<file path="src/rtl/alu_issue_stage_pkg.sv">
// Shared constants, opcodes and pipeline tag type for the 16-bit ALU issue path.
// The ALU and the decoder use the same package.
package misc_v_alu_pkg;

  localparam int DATA_W = 16;
  localparam int OP_W   = 3;
  localparam int REG_W  = 3;
  localparam int IMM_W  = 8;

  typedef enum logic [OP_W-1:0] {
    ALU_NOP = 3'd0,
    ALU_ADD = 3'd1,
    ALU_SUB = 3'd2,
    ALU_OR  = 3'd3,
    ALU_AND = 3'd4,
    ALU_SHL = 3'd5,
    ALU_SHR = 3'd6,
    ALU_XOR = 3'd7
  } alu_op_e;

  typedef struct packed {
    logic             valid;
    logic             write;
    logic [REG_W-1:0] dest;
  } stage_tag_t;

  // Shift amounts are unsigned, so shifts zero-extend; everything else sign-extends.
  function automatic logic [DATA_W-1:0] extend_imm(input logic [IMM_W-1:0] imm,
                                                   input logic [OP_W-1:0]  op);
    if (op == ALU_SHL || op == ALU_SHR)
      return {{(DATA_W-IMM_W){1'b0}}, imm};
    return {{(DATA_W-IMM_W){imm[IMM_W-1]}}, imm};
  endfunction

endpackage

</file>
<file path="src/rtl/alu_issue_stage_if.sv">
// Bundle between the decoder (master) and the issue stage (slave), including the
// ALU operand/result side and the writeback tags.
interface alu_issue_stage_if;
  import misc_v_alu_pkg::*;

  logic              InValid;
  logic              InReady;
  logic [OP_W-1:0]   InOp;
  logic [REG_W-1:0]  InSrcA;
  logic [REG_W-1:0]  InSrcB;
  logic [REG_W-1:0]  InDest;
  logic              InWrite;
  logic              InUseImm;
  logic [IMM_W-1:0]  InImm;
  logic [DATA_W-1:0] InRegA;
  logic [DATA_W-1:0] InRegB;
  logic [DATA_W-1:0] ALUResult;
  logic              ALUZero;
  logic [DATA_W-1:0] FirstInput;
  logic [DATA_W-1:0] SecondInput;
  logic [OP_W-1:0]   ALUOp;
  logic              OutValid;
  logic              ResultValid;
  logic [REG_W-1:0]  ResultDest;
  logic              ResultWrite;
  logic [DATA_W-1:0] ResultData;
  logic              ResultZero;
  logic [15:0]       StallCount;

  modport master (
    output InValid, InOp, InSrcA, InSrcB, InDest, InWrite, InUseImm, InImm,
           InRegA, InRegB, ALUResult, ALUZero,
    input  InReady, FirstInput, SecondInput, ALUOp, OutValid, ResultValid,
           ResultDest, ResultWrite, ResultData, ResultZero, StallCount
  );

  modport slave (
    input  InValid, InOp, InSrcA, InSrcB, InDest, InWrite, InUseImm, InImm,
           InRegA, InRegB, ALUResult, ALUZero,
    output InReady, FirstInput, SecondInput, ALUOp, OutValid, ResultValid,
           ResultDest, ResultWrite, ResultData, ResultZero, StallCount
  );

endinterface

</file>
<file path="src/rtl/alu_issue_stage_hazard_detect.sv">
// RAW hazard comparators: a stage-1 producer forces a stall, a stage-2 producer
// is forwarded from ALUResult. Stage-1 matches take priority.
module alu_hazard_detect
  import misc_v_alu_pkg::*;
(
  input  stage_tag_t       s1_tag_i,
  input  stage_tag_t       s2_tag_i,
  input  logic [REG_W-1:0] src_a_i,
  input  logic [REG_W-1:0] src_b_i,
  input  logic             use_imm_i,
  output logic             stall_o,
  output logic             fwd_a_o,
  output logic             fwd_b_o
);

  logic [REG_W-1:0] src [2];
  logic [1:0]       used;
  logic [1:0]       hit1;
  logic [1:0]       hit2;

  assign src[0] = src_a_i;
  assign src[1] = src_b_i;
  assign used   = {~use_imm_i, 1'b1};

  generate
    for (genvar gi = 0; gi < 2; gi++) begin : g_src
      assign hit1[gi] = used[gi] & s1_tag_i.valid & s1_tag_i.write & (s1_tag_i.dest == src[gi]);
      assign hit2[gi] = used[gi] & s2_tag_i.valid & s2_tag_i.write & (s2_tag_i.dest == src[gi]);
    end
  endgenerate

  assign stall_o = |hit1;
  assign fwd_a_o = hit2[0] & ~hit1[0];
  assign fwd_b_o = hit2[1] & ~hit1[1];

endmodule

</file>
<file path="src/rtl/alu_issue_stage.sv">
// Issue stage in front of the registered ALU: operand select/forwarding, hazard
// stall, stage-1 operand register, stage-2 writeback tag and stall counter.
module alu_issue_stage
  import misc_v_alu_pkg::*;
(
  input  logic             CLK,
  input  logic             Reset,
  input  logic             Flush,
  alu_issue_stage_if.slave bus
);

  stage_tag_t        s1_tag_q, s1_tag_d;
  stage_tag_t        s2_tag_q, s2_tag_d;
  logic [OP_W-1:0]   op_q, op_d;
  logic [DATA_W-1:0] a_q, a_d;
  logic [DATA_W-1:0] b_q, b_d;
  logic [15:0]       stall_cnt_q, stall_cnt_d;
  logic              stall;
  logic              fwd_a;
  logic              fwd_b;
  logic              in_ready;

  alu_hazard_detect u_hazard (
    .s1_tag_i  (s1_tag_q),
    .s2_tag_i  (s2_tag_q),
    .src_a_i   (bus.InSrcA),
    .src_b_i   (bus.InSrcB),
    .use_imm_i (bus.InUseImm),
    .stall_o   (stall),
    .fwd_a_o   (fwd_a),
    .fwd_b_o   (fwd_b)
  );

  assign in_ready = ~Reset & ~Flush & ~stall;

  always_comb begin
    s1_tag_d    = '0;
    s2_tag_d    = s1_tag_q;
    op_d        = '0;
    a_d         = '0;
    b_d         = '0;
    stall_cnt_d = stall_cnt_q;
    if (Flush) begin
      s2_tag_d = '0;
    end else if (bus.InValid && in_ready) begin
      s1_tag_d.valid = 1'b1;
      s1_tag_d.write = bus.InWrite;
      s1_tag_d.dest  = bus.InDest;
      op_d           = bus.InOp;
      a_d            = fwd_a ? bus.ALUResult : bus.InRegA;
      if (bus.InUseImm)
        b_d = extend_imm(bus.InImm, bus.InOp);
      else
        b_d = fwd_b ? bus.ALUResult : bus.InRegB;
    end else if (bus.InValid && stall_cnt_q != 16'hFFFF) begin
      // Not flushing and not accepted: this cycle is a hazard bubble.
      stall_cnt_d = stall_cnt_q + 16'd1;
    end
  end

  always_ff @(posedge CLK) begin
    if (Reset) begin
      s1_tag_q    <= '0;
      s2_tag_q    <= '0;
      op_q        <= '0;
      a_q         <= '0;
      b_q         <= '0;
      stall_cnt_q <= '0;
    end else begin
      s1_tag_q    <= s1_tag_d;
      s2_tag_q    <= s2_tag_d;
      op_q        <= op_d;
      a_q         <= a_d;
      b_q         <= b_d;
      stall_cnt_q <= stall_cnt_d;
    end
  end

  assign bus.InReady     = in_ready;
  assign bus.FirstInput  = a_q;
  assign bus.SecondInput = b_q;
  assign bus.ALUOp       = op_q;
  assign bus.OutValid    = s1_tag_q.valid;
  assign bus.ResultValid = s2_tag_q.valid;
  assign bus.ResultDest  = s2_tag_q.dest;
  assign bus.ResultWrite = s2_tag_q.write;
  assign bus.ResultData  = bus.ALUResult;
  assign bus.ResultZero  = bus.ALUZero;
  assign bus.StallCount  = stall_cnt_q;

endmodule

</file>
<file path="src/flat_wrapper.sv">
// flat-port wrapper written by rule: the top's interface ports become plain ports
module alu_issue_stage_flat import misc_v_alu_pkg::*;
  (CLK, Reset, Flush, bus_InValid, bus_InOp, bus_InSrcA, bus_InSrcB, bus_InDest, bus_InWrite, bus_InUseImm, bus_InImm, bus_InRegA, bus_InRegB, bus_ALUResult, bus_ALUZero, bus_InReady, bus_FirstInput, bus_SecondInput, bus_ALUOp, bus_OutValid, bus_ResultValid, bus_ResultDest, bus_ResultWrite, bus_ResultData, bus_ResultZero, bus_StallCount);
  alu_issue_stage_if bus_i ();
  input  logic CLK;
  input  logic Reset;
  input  logic Flush;
  input wire logic [$bits(bus_i.InValid)-1:0] bus_InValid;
  input wire logic [$bits(bus_i.InOp)-1:0] bus_InOp;
  input wire logic [$bits(bus_i.InSrcA)-1:0] bus_InSrcA;
  input wire logic [$bits(bus_i.InSrcB)-1:0] bus_InSrcB;
  input wire logic [$bits(bus_i.InDest)-1:0] bus_InDest;
  input wire logic [$bits(bus_i.InWrite)-1:0] bus_InWrite;
  input wire logic [$bits(bus_i.InUseImm)-1:0] bus_InUseImm;
  input wire logic [$bits(bus_i.InImm)-1:0] bus_InImm;
  input wire logic [$bits(bus_i.InRegA)-1:0] bus_InRegA;
  input wire logic [$bits(bus_i.InRegB)-1:0] bus_InRegB;
  input wire logic [$bits(bus_i.ALUResult)-1:0] bus_ALUResult;
  input wire logic [$bits(bus_i.ALUZero)-1:0] bus_ALUZero;
  output wire logic [$bits(bus_i.InReady)-1:0] bus_InReady;
  output wire logic [$bits(bus_i.FirstInput)-1:0] bus_FirstInput;
  output wire logic [$bits(bus_i.SecondInput)-1:0] bus_SecondInput;
  output wire logic [$bits(bus_i.ALUOp)-1:0] bus_ALUOp;
  output wire logic [$bits(bus_i.OutValid)-1:0] bus_OutValid;
  output wire logic [$bits(bus_i.ResultValid)-1:0] bus_ResultValid;
  output wire logic [$bits(bus_i.ResultDest)-1:0] bus_ResultDest;
  output wire logic [$bits(bus_i.ResultWrite)-1:0] bus_ResultWrite;
  output wire logic [$bits(bus_i.ResultData)-1:0] bus_ResultData;
  output wire logic [$bits(bus_i.ResultZero)-1:0] bus_ResultZero;
  output wire logic [$bits(bus_i.StallCount)-1:0] bus_StallCount;
  assign bus_i.InValid = bus_InValid;
  assign bus_i.InOp = bus_InOp;
  assign bus_i.InSrcA = bus_InSrcA;
  assign bus_i.InSrcB = bus_InSrcB;
  assign bus_i.InDest = bus_InDest;
  assign bus_i.InWrite = bus_InWrite;
  assign bus_i.InUseImm = bus_InUseImm;
  assign bus_i.InImm = bus_InImm;
  assign bus_i.InRegA = bus_InRegA;
  assign bus_i.InRegB = bus_InRegB;
  assign bus_i.ALUResult = bus_ALUResult;
  assign bus_i.ALUZero = bus_ALUZero;
  assign bus_InReady = bus_i.InReady;
  assign bus_FirstInput = bus_i.FirstInput;
  assign bus_SecondInput = bus_i.SecondInput;
  assign bus_ALUOp = bus_i.ALUOp;
  assign bus_OutValid = bus_i.OutValid;
  assign bus_ResultValid = bus_i.ResultValid;
  assign bus_ResultDest = bus_i.ResultDest;
  assign bus_ResultWrite = bus_i.ResultWrite;
  assign bus_ResultData = bus_i.ResultData;
  assign bus_ResultZero = bus_i.ResultZero;
  assign bus_StallCount = bus_i.StallCount;
  alu_issue_stage u_core (.CLK(CLK), .Reset(Reset), .Flush(Flush), .bus(bus_i));
endmodule
</file>
<file path="config.mk">
export PLATFORM = sky130hd
export DESIGN_NAME = alu_issue_stage_flat
export DESIGN_NICKNAME = d
export VERILOG_FILES = /design/src/rtl/alu_issue_stage_pkg.sv /design/src/rtl/alu_issue_stage_if.sv /design/src/rtl/alu_issue_stage_hazard_detect.sv /design/src/rtl/alu_issue_stage.sv /design/src/flat_wrapper.sv
export SDC_FILE = /design/constraint.sdc
export NUM_CORES = 1
export LEC_CHECK = 0
export BUFFER_PORTS_ARGS = -buffer_cell sky130_fd_sc_hd__buf_2
export CAP_MARGIN = 20
export CORE_ASPECT_RATIO = 2
export CORE_MARGIN = 2
export CORE_UTILIZATION = 40
export CTS_CLUSTER_SIZE = 14
export DETAILED_ROUTE_END_ITERATION = 6
export PLACE_DENSITY = 0.79
export SKIP_LAST_GASP = 1
export SLEW_MARGIN = 10
export SYNTH_ARGS = -nofsm -noshare
export SYNTH_HDL_FRONTEND = slang
export SYNTH_SLANG_ARGS = --single-unit
export TNS_END_PERCENT = 1
</file>
<file path="constraint.sdc">
create_clock -name CLK -period 2 [get_ports CLK]
set_input_delay 0.3 -clock CLK [delete_from_list [all_inputs] [get_ports CLK]]
set_output_delay 0.3 -clock CLK [all_outputs]
set_load 0.05 [all_outputs]
</file>
**Word level (Yosys, flattened, before mapping)**

Cells that the tools add are included.

- Bits in registers: 61
- Output and inout bits: 75
- Logic and storage cells: 56

- Add/subtract/negate cells: 1
- Equal/unequal tests: 7
- Multiplexer cells: 10
- Bitwise gates (word level): 21
- Reduce and logical (&&, ||, !) cells: 7

Operator list:

| kind | number |
|---|---|
| 2-to-1 mux 16 bit | 5 |
| adder 16 x 1 -> 16 bit, second input constant | 1 |
| != test 16 bit, second input constant | 1 |
| AND 1 bit | 14 |
| == test 3 bit | 4 |
| NOT 1 bit | 7 |
| == test 3 bit, second input constant | 2 |
| 2-to-1 mux 5 bit | 1 |
| 2-to-1 mux 1 bit | 4 |
| OR reduction 2 bit | 2 |
| AND reduction 3 bit | 1 |
| OR reduction 3 bit | 1 |
| logical AND 1 bit | 2 |
| logical OR 1 bit | 1 |

**Longest topological paths before layout**

Gate-level depths: netlist of run 1.

- Word-level depth: 12
- Gate-level depth with buffers: 8
- Depth with buffers taken out: 6

**Hierarchy**

Synthesis of run 1 repeated with hierarchy kept, for this count alone.

- Cell total of the unflattened synthesis: 308
- Area total of the unflattened synthesis: 2841.5 µm²

By module, submodules not included:

| module | times used | cells each | area an instance (µm²) | sequential area each (µm²) |
|---|---|---|---|---|
| alu_issue_stage | 1 | 287 | 2658.8 | 1221.2 |
| alu_hazard_detect | 1 | 21 | 182.7 | 0.0 |

**Worst setup path before layout of run 1**

No wires, ideal clock.

- Path type: reg-to-reg
- Start point: register u_core.stall_cnt_q[0], in the netlist u_core.bus.StallCount[0]
- End point: register u_core.stall_cnt_q[10], in the netlist u_core.bus.StallCount[10]
- Setup time: 0.123 ns
- Arrival: 2.416 ns
- Data required time: 1.877 ns
- Path slack: -0.540 ns
- Stages on the path, launching flop included: 9
- Buffers on the path: 2
- Clock period less this slack: 2.540 ns
- Cell sequence: dfxtp_1 -> ha_1 -> nand4_1 -> or4_1 -> clkbuf_1 -> nand2_2 -> buf_6 -> nor4_1 -> mux2_1

- Word-level cells in the longest chain between the ends: 3

Ends and longest elaborated chain:

| what | RTL line | RTL |
|---|---|---|
| from (decl) | alu_issue_stage.sv:17 | `logic [15:0] stall_cnt_q, stall_cnt_d;` |
| from (signal assigned) | alu_issue_stage.sv:75 | `stall_cnt_q <= stall_cnt_d;` |
| parallel branches: the longest is 3 deep, another holds adder 16 x 1 -> 16 bit | n/a |  |

Parallel ways; which one is timed is not known.
A chain may end at the register's enable or synchronous reset.

**Final worst setup path of run 1**

- Start point: register u_core.s1_tag_q[2] in the netlist's numbering
- End point: output bus_InReady

- Word-level cells in the longest chain between the ends: 5

Ends and longest elaborated chain:

| what | RTL line | RTL |
|---|---|---|
| from (decl) | alu_issue_stage.sv:12 | `stage_tag_t s1_tag_q, s1_tag_d;` |
| from (signal assigned) | alu_issue_stage.sv:70 | `s1_tag_q <= s1_tag_d;` |
| == test 3 bit | alu_issue_stage_hazard_detect.sv:27 | `assign hit1[gi] = used[gi] & s1_tag_i.valid & s1_tag_i.write & (s1_tag_i.dest == src[gi]);` |
| AND 1 bit | alu_issue_stage_hazard_detect.sv:27 |  |
| OR reduction 2 bit * | alu_issue_stage_hazard_detect.sv:32 | `assign stall_o = \|hit1;` |
| NOT 1 bit * | alu_issue_stage.sv:34 | `assign in_ready = ~Reset & ~Flush & ~stall;` |
| AND 1 bit * | alu_issue_stage.sv:34 |  |
| to (decl) | flat_wrapper.sv:20 | `output wire logic [$bits(bus_i.InReady)-1:0] bus_InReady;` |

Mark *: on every way between the ends. The rest lies on a longest branch, timed or not.

==> summary.txt, run 1 <==
Outcome
  – Outcome: finished, violations left
  – Violated checks: setup timing

Floorplanning
  – Total die area: 7700 um2
  – Starting Density: 0.408
  – Die height: 122 um
  – Core Box Area: 6830 um2
  – Chip width: 63.0 um
  – # rows: 43
  – Top-Level Pins: 150

Global route
  – GR Overflow Total: 0
  – Antenna violations before repair: 0
  – Pin count of the biggest net entering global routing: 25
  – First-pass GRT wire length: 11700 um
  – GR Util All Layers: 0.195
  – Vias in the first global route: 2542

CTS
  – # H-tree levels: 3
  – CTS tree: yes
  – TritonCTS sink count: 61
  – Clock latency on the worst-skew pair: 0.33 ns
  – Worst-case clock buffer depth: 2
  – Clock Tree Root: clkbuf_16
  – Num CTS Buffers: 9
  – Worst-path clk slew: 0.05 ns
  – Postcts setup bufs: 0
  – CTS Hold Bufs: 0

STA
  – Slew Viols, Final: 0
  – FMAX: 498 MHz
  – Final Skew: 0.00506 ns
  – Slew headroom: 0.673
  – Setup slack after layout: -0.00988 ns
  – Min Tclk post-route: 2.01 ns
  – Least-Margin Pin Slew: 0.490 ns
  – RSZ-0062 raised after global routing: true
  – Endpoints failing setup: 4
  – Crit share post-route: 1.00
  – Hold Vio Cnt, Final: 0

Synth
  – Most common library cells after synthesis: 61 x dfxtp_1, 30 x mux2i_1, 25 x a21oi_1, 25 x nor2_1, 18 x buf_4
  – Post-Synthesis Cells: 298
  – Yosys top cell by area: dfxtp_1
  – Post-synthesis sequential area ratio: 0.438
  – Area contributors post-synth: dfxtp_1 44%, mux2i_1 11%, buf_4 4.8%
  – Seq cells post-synth: 61
  – Number of distinct library cells after synthesis: 35
  – Number of synthesized flops with an enable pin: 0
  – Asr flop ratio synth: 0
  – Top_reg_cell synth: dfxtp_1
  – Count leader, synth: dfxtp_1
  – Ys Warns: 0
  – Syn Nets: 374
  – Cell Area, Synth: 2790 um2
  – Syn Area/Cell: 9.36 um2
  – Yosys top cell area share: 0.438

Placed design
  – I/O Buffers: 147
  – Placed Cells: 527
  – HPWL after detailed placement: 5740 um
  – Final GP Congestion: 0.765
  – Worst slack, placed: -0.226 ns

Pwr
  – Comb pwr share: 0.133
  – PwrDens: 765 nW/um2
  – Clock power share: 0.464
  – Net Switching: 0.000845 W
  – Leakage dissipation: 2.07 nW
  – Pwr Total: 0.00310 W
  – Switching share of power: 0.272
  – Flop pwr share: 0.403
  – Maximum VDD drop: 0.000510 V
  – Pint: 0.00226 W

Worst setup path
  – CP startpoint kind: register
  – Critical Path RT: 1.70 ns
  – Worst Path Max Fanout: 3
  – Worst r2r path cells: 6
  – WP data arrival: 1.71 ns
  – Critical setup path kind: reg2out
  – Setup crit end kind: output pin

Routing
  – Final WL: 7400 um
  – Initial DRT Pass Iterations: 4
  – Antenna viol nets, final: 0
  – DR iter-0 viols: 164
  – Via density: 4.98
  – Vias: 2706
  – DRC: 0
  – WL/cell: 13.6 um

Layout
  – P&R area growth vs syn: 45.5%
  – Fill cells: 615
  – N_diodes: 0
  – Final Non-Filler Cells: 543
  – Layout net count: 524
  – Fraction of layout cells with a size suffix above 1: 0.490

Worst hold path
  – WHS Path Cells: 2
  – Hold WC Path Type: in2reg

Flow run
  – Maxcap violations: 0
-- power by group through the flow --
stage / combinational (W) / sequential, W / clock (W)
after floorplan: 0.000193 / 0.00136 / 0
after global placement: 0.000403 / 0.00128 / 0
after detailed placement: 0.000408 / 0.00128 / 0
after CTS: 0.000412 / 0.00125 / 0.00148
after global routing: 0.000443 / 0.00125 / 0.00154
final: 0.000412 / 0.00125 / 0.00144
-- flip-flops by register name, summed over array words and instances, names as in the netlist --
signal                  count
u_core.bus.StallCount      16
u_core.bus.ResultValid      1
u_core.bus.ALUOp            3
u_core.bus.ResultWrite      1
u_core.bus.ResultDest       3
u_core.bus.FirstInput      16
u_core.bus.SecondInput     16
u_core.bus.OutValid         1
u_core.s1_tag_q             4
-- layer usage --
metal / GRT usage / vias up / share of wire
met5: 0 / - / 0
met4: 0.0903 / 0 / 0.017
met3: 0.0591 / 9 / 0.078
met2: 0.335 / 112 / 0.51
met1: 0.217 / 1238 / 0.39
li1: - / 1347 / -
-- cells by family after synthesis --
group,Yosys count,share of synthesized area
XOR/XNOR,13,0.0408
AO/OA/AOI/OAI,48,0.0938
multiplexers,34,0.124
buffers and inverters,35,0.0781
adder cells (fa/ha/maj),1,0.00449
flip-flops,61,0.438
AND/OR/NAND/NOR,106,0.221
-- final timing paths --
kind / from / slack [ns] / to
worst min register to register: u_core.bus.StallCount[15] / 0.48 / u_core.bus.StallCount[15]
worst max-delay path: u_core.s1_tag_q[2] / -0.01 / bus_InReady
worst min-delay path: bus_InWrite / 0.17 / u_core.s1_tag_q[3]
worst max register to register: u_core.s1_tag_q[2] / -0.01 / u_core.bus.StallCount[7]
-- final cells by class --
cell class | instances | area (um2) | area share
tap | 90 | 113 | 0.0278
multi-input combinational | 202 | 1440 | 0.355
inverter | 3 | 13.8 | 0.00339
clock buffer | 10 | 239 | 0.0589
timing repair buffer | 171 | 951 | 0.234
sequential | 61 | 1250 | 0.309
clock inverter | 6 | 45.0 | 0.0111
-- metrics by stage --
| stage | util | area, um2 | TNS, ns | hold slack, ns |
|---|---|---|---|---|
| global route | 0.594 | 4060 | -2.17 | 0.174 |
| finish | 0.594 | 4060 | -0.0214 | 0.169 |
| global placement | 0.544 | 3720 | -1.78 | 0.464 |
| floorplan | - | 2880 | -0.711 | 0.422 |
| CTS | 0.590 | 4030 | -0.138 | 0.155 |
| detailed placement | 0.544 | 3720 | -2.48 | 0.467 |
-- cells in the final DEF, fill, tap and decap left out, drive strengths merged, types with 7 or more instances in the layout --
cell,instances
nand2,9
nor2,25
dfxtp,61
nor2b,12
xor2,7
o21ai,15
nand4,8
buf,171
clkbuf,10
nand3,9
mux2i,30
and2,15
a21oi,25
-- critical path, stage by stage (launching register included) --
cell     delay [ns]
dfxtp_2        0.33
xor2_1         0.14
or4_4          0.54
buf_6          0.14
nand2_2        0.06
nor2_2         0.04
buf_6          0.14
-- repair_timing --
action	in CTS	in global routing
gates resized for setup	9	4
endpoints found under the setup margin	20	28
cloned	0	0
pin swaps	1	2
Note: power is estimated with default switching activity, not from simulation.
==> run 2: changes to the inputs <==
--- a/config.mk
+++ b/config.mk
@@ -13,6 +13,7 @@
 export CTS_CLUSTER_SIZE = 14
 export DETAILED_ROUTE_END_ITERATION = 6
 export PLACE_DENSITY = 0.79
+export SKIP_CTS_REPAIR_TIMING = 1
 export SKIP_LAST_GASP = 1
 export SLEW_MARGIN = 10
 export SYNTH_ARGS = -nofsm -noshare
==> run 2 against run 1 <==
- the flow still finishes with violations (setup timing)
- worst hold slack is essentially flat
- first-iteration DRC count fell by 9.1%
- via count is 0.44% higher
- routed wire length grew 0.22%
- clock skew about the same
- combinational power hardly changed
- power about the same
- maximum frequency down 1.5%
- clock power is essentially flat
- register-to-register slack about the same
- cell area decreased by 0.22%
- largest cell class unchanged
- largest power group unchanged
- highest routed layer unchanged
==> summary.txt, run 2 (same netlist as run 1, synthesis figures left out) <==
Routing
  – Vias: 2718
  – DRC: 0
  – Via density: 5.01
  – Final WL: 7420 um
  – DR iter-0 viols: 149
  – WL/cell: 13.7 um
  – Antenna viol nets, final: 0
  – Initial DRT Pass Iterations: 4

STA
  – Endpoints failing setup: 1
  – RSZ-0062 raised after global routing: true
  – Setup slack after layout: -0.0402 ns
  – Crit share post-route: 1.02
  – Least-Margin Pin Slew: 0.490 ns
  – FMAX: 490 MHz
  – Final Skew: 0.00461 ns
  – Slew headroom: 0.673
  – Slew Viols, Final: 0
  – Hold Vio Cnt, Final: 0
  – Min Tclk post-route: 2.04 ns

CTS
  – CTS tree: yes
  – TritonCTS sink count: 61
  – # H-tree levels: 3
  – Clock Tree Root: clkbuf_16
  – Worst-path clk slew: 0.05 ns
  – Worst-case clock buffer depth: 2
  – Num CTS Buffers: 9
  – Clock latency on the worst-skew pair: 0.33 ns

Layout
  – P&R area growth vs syn: 45.2%
  – Final Cell Area: 4050 um2
  – N_diodes: 0
  – Final Non-Filler Cells: 543
  – Layout net count: 524
  – Most common cell after layout, fill and taps aside: buf_2
  – Register Area: 1250 um2
  – Fill cells: 619
  – Fraction of layout cells with a size suffix above 1: 0.486
  – Multi-input gate area: 1440 um2
  – Commonest non-fill, non-tap cells in the layout: 146 x buf_2, 40 x dfxtp_1, 29 x mux2i_1

Worst setup path
  – Max stage delay on crit path: 0.53 ns
  – Crit-path cells: xor2_1 -> or4_4 -> buf_4 -> nand2_1 -> nor2_1 -> buf_6
  – Worst Path Max Fanout: 3
  – WP buf/inv: 2
  – Setup crit end kind: output pin
  – Crit-path slowest cell: or4_4
  – WP data arrival: 1.74 ns
  – Critical setup path kind: reg2out
  – CP startpoint kind: register
  – Worst path top cell family by delay: simple AND/OR/NAND/NOR gates
  – Critical Path RT: 1.70 ns

Worst hold path
  – Hold WC Path Type: in2reg

Placed design
  – Final GP Congestion: 0.765
  – HPWL after detailed placement: 5740 um
  – Placed Cells: 527
  – I/O Buffers: 147
  – Dpl cell area: 3720 um2

Pwr
  – Maximum VDD drop: 0.000510 V
  – Leakage dissipation: 2.06 nW
  – PwrDens: 767 nW/um2

Floorplanning
  – Total die area: 7700 um2
  – Top-Level Pins: 150
  – Chip width: 63.0 um
  – Core Box Area: 6830 um2
  – Die height: 122 um
  – Starting Density: 0.408
  – # rows: 43

Global route
  – Pin count of the biggest net entering global routing: 25
  – GR Overflow Total: 0
  – First-pass GRT wire length: 11600 um
  – GR Util All Layers: 0.194
  – Antenna violations before repair: 0
  – Vias in the first global route: 2543

Outcome
  – Outcome: finished, violations left
  – Violated checks: setup timing

Flow run
  – Maxcap violations: 0
run 2: changes by cell type in the layout (fill, tap and decap cells not counted):
cell / delta
buf_4: +1
buf_6: -1
nand2_1: +1
nand2_2: -1
nor2_1: +1
nor2_2: -1
run 2: final cells by class:
cell class,count,area share
inverter,3,0.00340
tap,90,0.0278
sequential,61,0.310
clock inverter,6,0.0111
clock buffer,10,0.0590
multi-input combinational,202,0.355
timing repair buffer,171,0.234
run 2: power breakdown:
| group | internal (W) | leakage [nW] | total, W | switching [W] |
|---|---|---|---|---|
| registers | 0.00124 | 0.506 | 0.00125 | 0.0000107 |
| clock network | 0.000879 | 0.140 | 0.00144 | 0.000563 |
| logic | 0.000138 | 1.42 | 0.000411 | 0.000274 |
| total | 0.00226 | 2.06 | 0.00310 | 0.000848 |
run 2: final timing paths:
path	startpoint	endpoint	slack (ns)	cells after the start
min reg2reg	u_core.bus.StallCount[15]	u_core.bus.StallCount[15]	0.48	2
max reg2reg	u_core.s1_tag_q[0]	u_core.bus.SecondInput[13]	0	7
max	u_core.s1_tag_q[2]	bus_InReady	-0.04	6
min	bus_InWrite	u_core.s1_tag_q[3]	0.17	2
run 2: stage by stage:
| stage | total power [W] | hold slack (ns) | utilization | setup slack, ns | TNS [ns] |
|---|---|---|---|---|---|
| after global routing | 0.00323 | 0.174 | 0.593 | -0.115 | -2.03 |
| after detailed placement | 0.00168 | 0.467 | 0.544 | -0.226 | -2.48 |
| after floorplan | 0.00155 | 0.422 | - | -0.0716 | -0.711 |
| final | 0.00310 | 0.169 | 0.593 | -0.0402 | -0.0402 |
| after CTS | 0.00314 | 0.155 | 0.586 | -0.137 | -1.34 |
| after global placement | 0.00168 | 0.464 | 0.544 | -0.151 | -1.78 |
run 2: worst reg2reg max path: stages, from the launching register on:
cell,delay [ns]
dfxtp_1,0.39
xor2_2,0.16
nor4_2,0.06
buf_4,0.14
or4_1,0.49
buf_4,0.18
or3b_1,0.35
a31oi_1,0.16
run 2: routing by layer:
| layer | global-route usage | wire [um] |
|---|---|---|
| met5 | 0 | 0 |
| met4 | 0.0931 | 136 |
| met3 | 0.0600 | 574 |
| met2 | 0.332 | 3780 |
| met1 | 0.216 | 2930 |
